==> src/rtl/vc_arb_mux.sv <==
// vc_arb_mux: merges NUM_VC first-word-fall-through VC FIFOs onto one
// registered stream using fixed-priority or round-robin arbitration.
module vc_arb_mux #(
    parameter int DATA_SIZE = 6,
    parameter int NUM_VC    = 4,
    parameter int VC_ID_W   = 2,
    parameter int RR_MODE   = 1,
    parameter int CNT_W     = 8
) (
    input  logic                          clk,
    input  logic                          reset_L,
    input  logic [NUM_VC-1:0]             fifo_empty,
    input  logic [NUM_VC*DATA_SIZE-1:0]   data_in,
    input  logic                          out_almost_full,
    output logic [NUM_VC-1:0]             pop,
    output logic [DATA_SIZE-1:0]          data_out,
    output logic                          valid_out,
    output logic [VC_ID_W-1:0]            vc_id_out,
    output logic [CNT_W-1:0]              fwd_count
);

    localparam logic [VC_ID_W-1:0] LAST_RST = VC_ID_W'(NUM_VC - 1);

    logic [NUM_VC-1:0]    w_req;
    logic                 w_gnt_vld;
    logic [VC_ID_W-1:0]   w_gnt_idx;
    logic [NUM_VC-1:0]    w_pop;
    logic [DATA_SIZE-1:0] w_sel_data;

    logic [VC_ID_W-1:0]   r_last;
    logic [DATA_SIZE-1:0] r_data;
    logic                 r_valid;
    logic [VC_ID_W-1:0]   r_vc_id;
    logic [CNT_W-1:0]     r_count;

    // k-th candidate in search order; fixed priority ignores the pointer
    function automatic logic [VC_ID_W-1:0] search_idx(
        input logic [VC_ID_W-1:0] last,
        input int                 k
    );
        int t;
        if (RR_MODE != 0) begin
            t = (int'(last) + 1 + k) % NUM_VC;
        end else begin
            t = k;
        end
        return VC_ID_W'(t);
    endfunction

    assign w_req = ~fifo_empty;

    always_comb begin
        w_gnt_vld = 1'b0;
        w_gnt_idx = '0;
        if (!out_almost_full) begin
            for (int k = 0; k < NUM_VC; k++) begin
                if (!w_gnt_vld && w_req[search_idx(r_last, k)]) begin
                    w_gnt_vld = 1'b1;
                    w_gnt_idx = search_idx(r_last, k);
                end
            end
        end
    end

    always_comb begin
        w_pop = '0;
        if (reset_L && w_gnt_vld) begin
            w_pop[w_gnt_idx] = 1'b1;
        end
    end

    assign pop        = w_pop;
    assign w_sel_data = data_in[w_gnt_idx*DATA_SIZE +: DATA_SIZE];

    always_ff @(posedge clk or negedge reset_L) begin
        if (!reset_L) begin
            r_last <= LAST_RST;
        end else if (RR_MODE != 0 && w_gnt_vld) begin
            r_last <= w_gnt_idx;
        end
    end

    always_ff @(posedge clk or negedge reset_L) begin
        if (!reset_L) begin
            r_data  <= '0;
            r_valid <= 1'b0;
            r_vc_id <= '0;
            r_count <= '0;
        end else if (w_gnt_vld) begin
            r_data  <= w_sel_data;
            r_valid <= 1'b1;
            r_vc_id <= w_gnt_idx;
            r_count <= r_count + CNT_W'(1);
        end else begin
            r_data  <= '0;
            r_valid <= 1'b0;
        end
    end

    assign data_out  = r_data;
    assign valid_out = r_valid;
    assign vc_id_out = r_vc_id;
    assign fwd_count = r_count;

endmodule

==> config.mk <==
export PLATFORM = sky130hd
export DESIGN_NAME = vc_arb_mux
export DESIGN_NICKNAME = d
export VERILOG_FILES = /design/src/rtl/vc_arb_mux.sv
export SDC_FILE = /design/constraint.sdc
export NUM_CORES = 1
export LEC_CHECK = 0
export ABC_AREA = 1
export BUFFER_PORTS_ARGS = -buffer_cell sky130_fd_sc_hd__buf_2
export CORE_MARGIN = 1.5
export CORE_UTILIZATION = 49
export CTS_BUF_LIST = sky130_fd_sc_hd__clkbuf_16
export DETAILED_ROUTE_END_ITERATION = 10
export HOLD_SLACK_MARGIN = 0.15
export PLACE_DENSITY = 0.8
export SLEW_MARGIN = 20
export SYNTH_ARGS = -nofsm -noshare
export SYNTH_HDL_FRONTEND = slang
export SYNTH_SLANG_ARGS = --single-unit
==> constraint.sdc <==
create_clock -name clk -period 2.2 [get_ports clk]
set_clock_uncertainty 0.15 [all_clocks]
set_input_delay 0.22 -clock clk [delete_from_list [all_inputs] [get_ports clk]]
set_output_delay 0.22 -clock clk [all_outputs]
set_load 0.02 [all_outputs]
== After elaboration in Yosys (flattened, before gate mapping) ==
Index checks and enable logic that the tools add are counted.

* Reduce and logical (&&, ||, !) cells: 8
* Shift-type cells: 1
* Bitwise gates (word level): 1
* $add $sub $neg: 5
* Multiply operators: 1
* Order comparisons: 6
* Muxes and demuxes: 30

{| class="wikitable"
|+ Operators by type and width
! operator !! count
|-
| $shiftx A24 B6 Y6 || 1
|-
| $mux W2 || 9
|-
| $lt A2 B3 Y1 const B || 5
|-
| $mux W1 || 14
|-
| $add A8 B1 Y8 const B || 1
|-
| $bmux W1 S2 || 4
|-
| $mux W6 || 1
|-
| $logic_and A1 B1 Y1 || 5
|-
| $add A2 B1 Y2 const B || 2
|-
| $add A2 B2 Y2 const B || 2
|-
| $mul A2 B2 Y4 const B || 1
|-
| $mux W4 || 1
|-
| $not A4 Y4 || 1
|-
| $logic_not A1 Y1 || 3
|-
| $demux W1 S2 || 1
|-
| $ge A2 B1 Y1 const B || 1
|}

* Flip-flop bits (word level): 19
* Output and inout port bits: 21
* Word-level logic and storage cells: 57
* Input port bits: 31

== Logic depth before layout (Yosys ltp) ==
* Word-level depth: 23
* Gate-level depth with buffers: 16
* Gate-level depth less buffers: 14

== Least setup slack after synthesis ==
No wires, ideal clock.

* Path kind: reg-to-output
* Start: register r_last[0]
* End: output pop[3]
* Setup slack: -0.148 ns
* Path buffers: 2
* Stages on the path, launching flop included: 13
* Arrival time: 1.978 ns
* Data required time: 1.830 ns
* Cells stage by stage: dfstp_2 -> buf_6 -> inv_8 -> nand2_1 -> nand2_1 -> nand2_1 -> nand2_2 -> nand3_2 -> nor2_4 -> nor2_4 -> nand2_4 -> buf_12 -> nor3_1

* Cells in the longest elaborated chain, start to end: 23
* Elaborated cells on any way between the ends: 42
* Classes of those cells: add/sub (4); order compare (2); mux (28); reduce/logical (8)

{| class="wikitable"
|+ RTL lines
! item !! line !! RTL
|-
| from (decl) || 30 || <nowiki>logic [VC_ID_W-1:0] r_last;</nowiki>
|-
| from (signal assigned) || 79 || <nowiki>r_last <= w_gnt_idx;</nowiki>
|-
| $add A2 B1 Y2 * || 43 || <nowiki>t = (int'(last) + 1 + k) % NUM_VC;</nowiki>
|-
| $mux W2 || 55 || <nowiki>if (!out_almost_full) begin</nowiki>
|-
| $bmux W1 S2 || 57 || <nowiki>if (!w_gnt_vld && w_req[search_idx(r_last, k)]) begin</nowiki>
|-
| $mux W1 (not written as such) || 57 ||
|-
| $mux W1 || 57 ||
|-
| $mux W1 || 55 ||
|-
| $logic_not A1 Y1 || 57 ||
|-
| $logic_and A1 B1 Y1 || 57 ||
|-
| [7 not listed] || n/a ||
|-
| $logic_and A1 B1 Y1 || 57 ||
|-
| $mux W2 || 57 ||
|-
| $mux W2 || 55 ||
|-
| $lt A2 B3 Y1 (not written as such) or $ge A2 B1 Y1 (tied branches) || 68 || <nowiki>w_pop[w_gnt_idx] = 1'b1;</nowiki>
|-
| $logic_and A1 B1 Y1 (not written as such) || 68 ||
|-
| $mux W1 (not written as such) || 68 ||
|-
| $demux W1 S2 || 68 ||
|-
| $mux W4 * || 67 || <nowiki>if (reset_L && w_gnt_vld) begin</nowiki>
|-
| to (decl) || 15 || <nowiki>output logic [NUM_VC-1:0] pop,</nowiki>
|}

Every way passes the cells marked *; elsewhere a longest branch is shown, timed or not. The select of a mux whose other input is x is not followed.

== Worst setup path in the final report ==
* Start: register r_last[1]
* End: output pop[0]

The elaborated chain is that of the path after synthesis.

==> results.sh <==
export IMPL_syn_area_um2=1370
export IMPL_period_share=1.15
export IMPL_crit_chain="clkinvlp_4 -> buf_4 -> nand3_1 -> o21ai_2 -> inv_2 -> nand4_1 -> nand2_2 -> nor2b_4 -> nor3_2 -> buf_4"
export IMPL_grt_pass1_wl_um=6270
export IMPL_clk_path_buf_depth=2
export IMPL_crit_type="register to output pin"
export IMPL_vdd_drop_max_uv=1090
export IMPL_internal_power_w=0.00172
export IMPL_cts_buffers=3
export IMPL_leakage_nw=1.13
export IMPL_fin_ws_ns=-0.336
export IMPL_r2r_start="r_last[1]"
export IMPL_grt_max_degree=20
export IMPL_cp_slowest_cell="dfstp_2"
export IMPL_required_ns=1.83
export IMPL_critPathMaxStageDelay_ns=0.55
export IMPL_syn_inst=190
export IMPL_cts_root_buf="clkbuf_16"
export IMPL_synth_top_family_by_area="simple AND/OR/NAND/NOR gates"
export IMPL_reg2reg_depth=11
export IMPL_port_buffers=51
export IMPL_first_global_vias=1473
export IMPL_clk_latency_ns=0.25
export IMPL_dp_cells=275
export IMPL_totalWireLength_um=4130
export IMPL_rsz0062_at_grt="yes"
export IMPL_hold_class="input pin to register"
export IMPL_power_w=0.00332
export IMPL_endpoint_kind="output pin"
export IMPL_ys_types=25
export IMPL_first_pass_iters=4
export IMPL_coreArea_um2=2570
export IMPL_ys_seq_area_frac=0.350
export IMPL_period_needed_ns=2.54
export IMPL_die_w_um=55.8
export IMPL_gp_congestion=0.875
export IMPL_sw_frac_of_total=0.482
export IMPL_clock_fmax_ghz=0.394
export IMPL_synthXorXnorAreaFrac=0.0385
export IMPL_syn_nets=222
export IMPL_slew_viol_final=0
export IMPL_cts_clk_slew_worst_paths_ns=0.06
export IMPL_synthToLayoutAreaGrowth_pct=48.9
export IMPL_path_max_fanout=5
export IMPL_tightestPinTransition_ns=0.346
export IMPL_vias=1569
export IMPL_grt_usage=0.250
export IMPL_status="finished, violations left"
export IMPL_cts_tree="done"
export IMPL_cts_sinks=19
export IMPL_cp_endpoint="pop[0]"
export IMPL_cpMostUsedCell="buf_4"
export IMPL_dr_first_iter_drc_count=100
export IMPL_yosys_area_share_simple=0.458
export IMPL_synthAdderAreaFrac=0.00917
export IMPL_power_density_nw_per_um2=1640
export IMPL_wl_per_cell_um=14.0
export IMPL_drv_cap=0
export IMPL_finalNetCount=298
export IMPL_netSwitchingPower_w=0.00160
export IMPL_pwr_share_comb=0.693
export IMPL_ios=52
export IMPL_seqPwrFrac=0.193
export IMPL_route_detailed_drc=0
export IMPL_hold_worst_slack_ns=0.151
export IMPL_instances_no_fill=295
export IMPL_n_antenna_cell=0
export IMPL_synth_compound_area_share=0.0440
export IMPL_clkPwrFrac=0.114
export IMPL_antenna_found_initial=0
export IMPL_hpwl_um=2490
export IMPL_fp_dieH_um=55.8
export IMPL_rr_endpoint="data_out[2]"
export IMPL_slew_headroom=0.767
export IMPL_via_per_inst=5.32
export IMPL_reg2reg_slack_ns=-0.21
export IMPL_worstSetupStartpoint="r_last[1]"
export IMPL_postSynthAreaPerCell_um2=7.18
export IMPL_drtAntennaViolNets=0
export IMPL_setup_viol=16
export IMPL_post_route_util=0.791
export IMPL_hold_violations=0
export IMPL_rows=18
export IMPL_htree_levels=1
export IMPL_grt_overflow=0
export IMPL_start_util=0.532
export IMPL_fill_cells=184
export IMPL_startpoint_type="register"
export IMPL_drive_above_1_share=0.494
export IMPL_synthMuxAreaShare=0
export IMPL_worstPathArrival_ns=2.17
export IMPL_yosysWarningCount=0
export IMPL_synth_seq_cells=19
export IMPL_failed_checks="negative setup slack"
export IMPL_dieArea_um2=3110
==> cell families (layout without fill, tap and decap cells) <==
| kind of cell | count (synthesis) | in the layout |
|---|---|---|
| compound gates | 12 | 12 |
| fa+ha+maj | 1 | 1 |
| buf+inv | 23 | 98 |
| flops | 19 | 19 |
| simple gates | 129 | 129 |
| xor+xnor | 6 | 6 |
==> power groups by stage <==
stage | sequential (W) | combinational [W] | clock [W]
floorplan | 0.000790 | 0.00107 | 0
global placement | 0.000655 | 0.00159 | 0
detailed placement | 0.000657 | 0.00161 | 0
CTS | 0.000632 | 0.00194 | 0.000370
global route | 0.000659 | 0.00247 | 0.000401
finish | 0.000642 | 0.00230 | 0.000378
==> flip-flops by register name, indices dropped and copies added (netlist names) <==
signal,flops
vc_id_out,2
data_out,6
valid_out,1
r_last,2
fwd_count,8
==> repair_timing <==
item                       4_1_cts  5_1_grt
hold endpoints to repair        19        0
setup endpoints to repair        5       18
cloned                           0        1
pin swaps                       16       14
resized for setup               29       14
buffers inserted                 9        8
hold buffers                     1        0
==> per-stage QoR <==
step           setup WS [ns]  instance area (µm²)   TNS, ns
2_1_floorplan       -0.00247                 1370  -0.00495
3_3_place_gp         0.00710                 1670         0
3_5_place_dp         -0.0261                 1670   -0.0452
4_1_cts               -0.188                 1920    -0.698
5_1_grt               -0.449                 2030     -4.13
6_report              -0.336                 2030     -2.10
==> critical path, delay by kind of cell, from the launching register on <==
family	cells	cell delay (ns)
DFF	1	0.55
and+or+nand+nor	5	0.63
buffers and inverters	4	0.63
AOI/OAI and AO/OA	1	0.07
==> metal layers <==
layer	vias to the layer above	share of wire	GRT usage
li1	753	-	-
met1	748	0.40	0.297
met2	58	0.54	0.468
met3	10	0.052	0.0395
met4	0	0.017	0.0592
met5	-	0	0
==> worst min-delay path by stage <==
stage / start / end / slack [ns] / depth (start not counted)
4_1_cts: data_in[16] / data_out[4] / 0.16 / 5
6_report: data_in[16] / data_out[4] / 0.15 / 5
5_1_grt: data_in[16] / data_out[4] / 0.18 / 5
3_5_place_dp: reset_L / valid_out / 0.09 / 2
3_3_place_gp: reset_L / fwd_count[2] / 0.09 / 2
2_1_floorplan: reset_L / data_out[0] / -0.23 / 0
==> cells in the mapped netlist, drive strengths merged <==
library cell | number | area, µm²
a21oi | 6 | 30.0
buf | 6 | 65.1
dfrtp | 17 | 425
dfstp | 2 | 52.6
ha | 1 | 12.5
inv | 17 | 71.3
nand2 | 95 | 387
nand3 | 20 | 130
nand4 | 4 | 25.0
nor2 | 3 | 26.3
nor2b | 1 | 6.26
nor3 | 5 | 45.0
nor4 | 1 | 6.26
o21ai | 6 | 30.0
xor2 | 6 | 52.6
==> layout by cell type (no fill, tap or decap), drive strengths merged <==
cell type,synthesis,routed
dfstp,2,2
o21ai,6,6
nand2,95,95
nor2,3,3
clkbuf,0,4
dlygate4sd3,0,1
buf,6,75
a21oi,6,6
nand4,4,4
nor2b,1,1
nor4,1,1
xor2,6,6
inv,17,16
clkinvlp,0,1
ha,1,1
nor3,5,5
nand3,20,20
dfrtp,17,17
clkinv,0,1
==> cell type report <==
cell class                 instances  area (µm²)  area share
sequential                        19         478       0.235
inverter                          17        77.6      0.0382
clock buffer                       3        75.1      0.0369
clock inverter                     1        5.00     0.00246
timing repair buffer              77         515       0.254
tap                               30        37.5      0.0185
multi-input combinational        148         843       0.415
(Power assumes the default switching activity.)
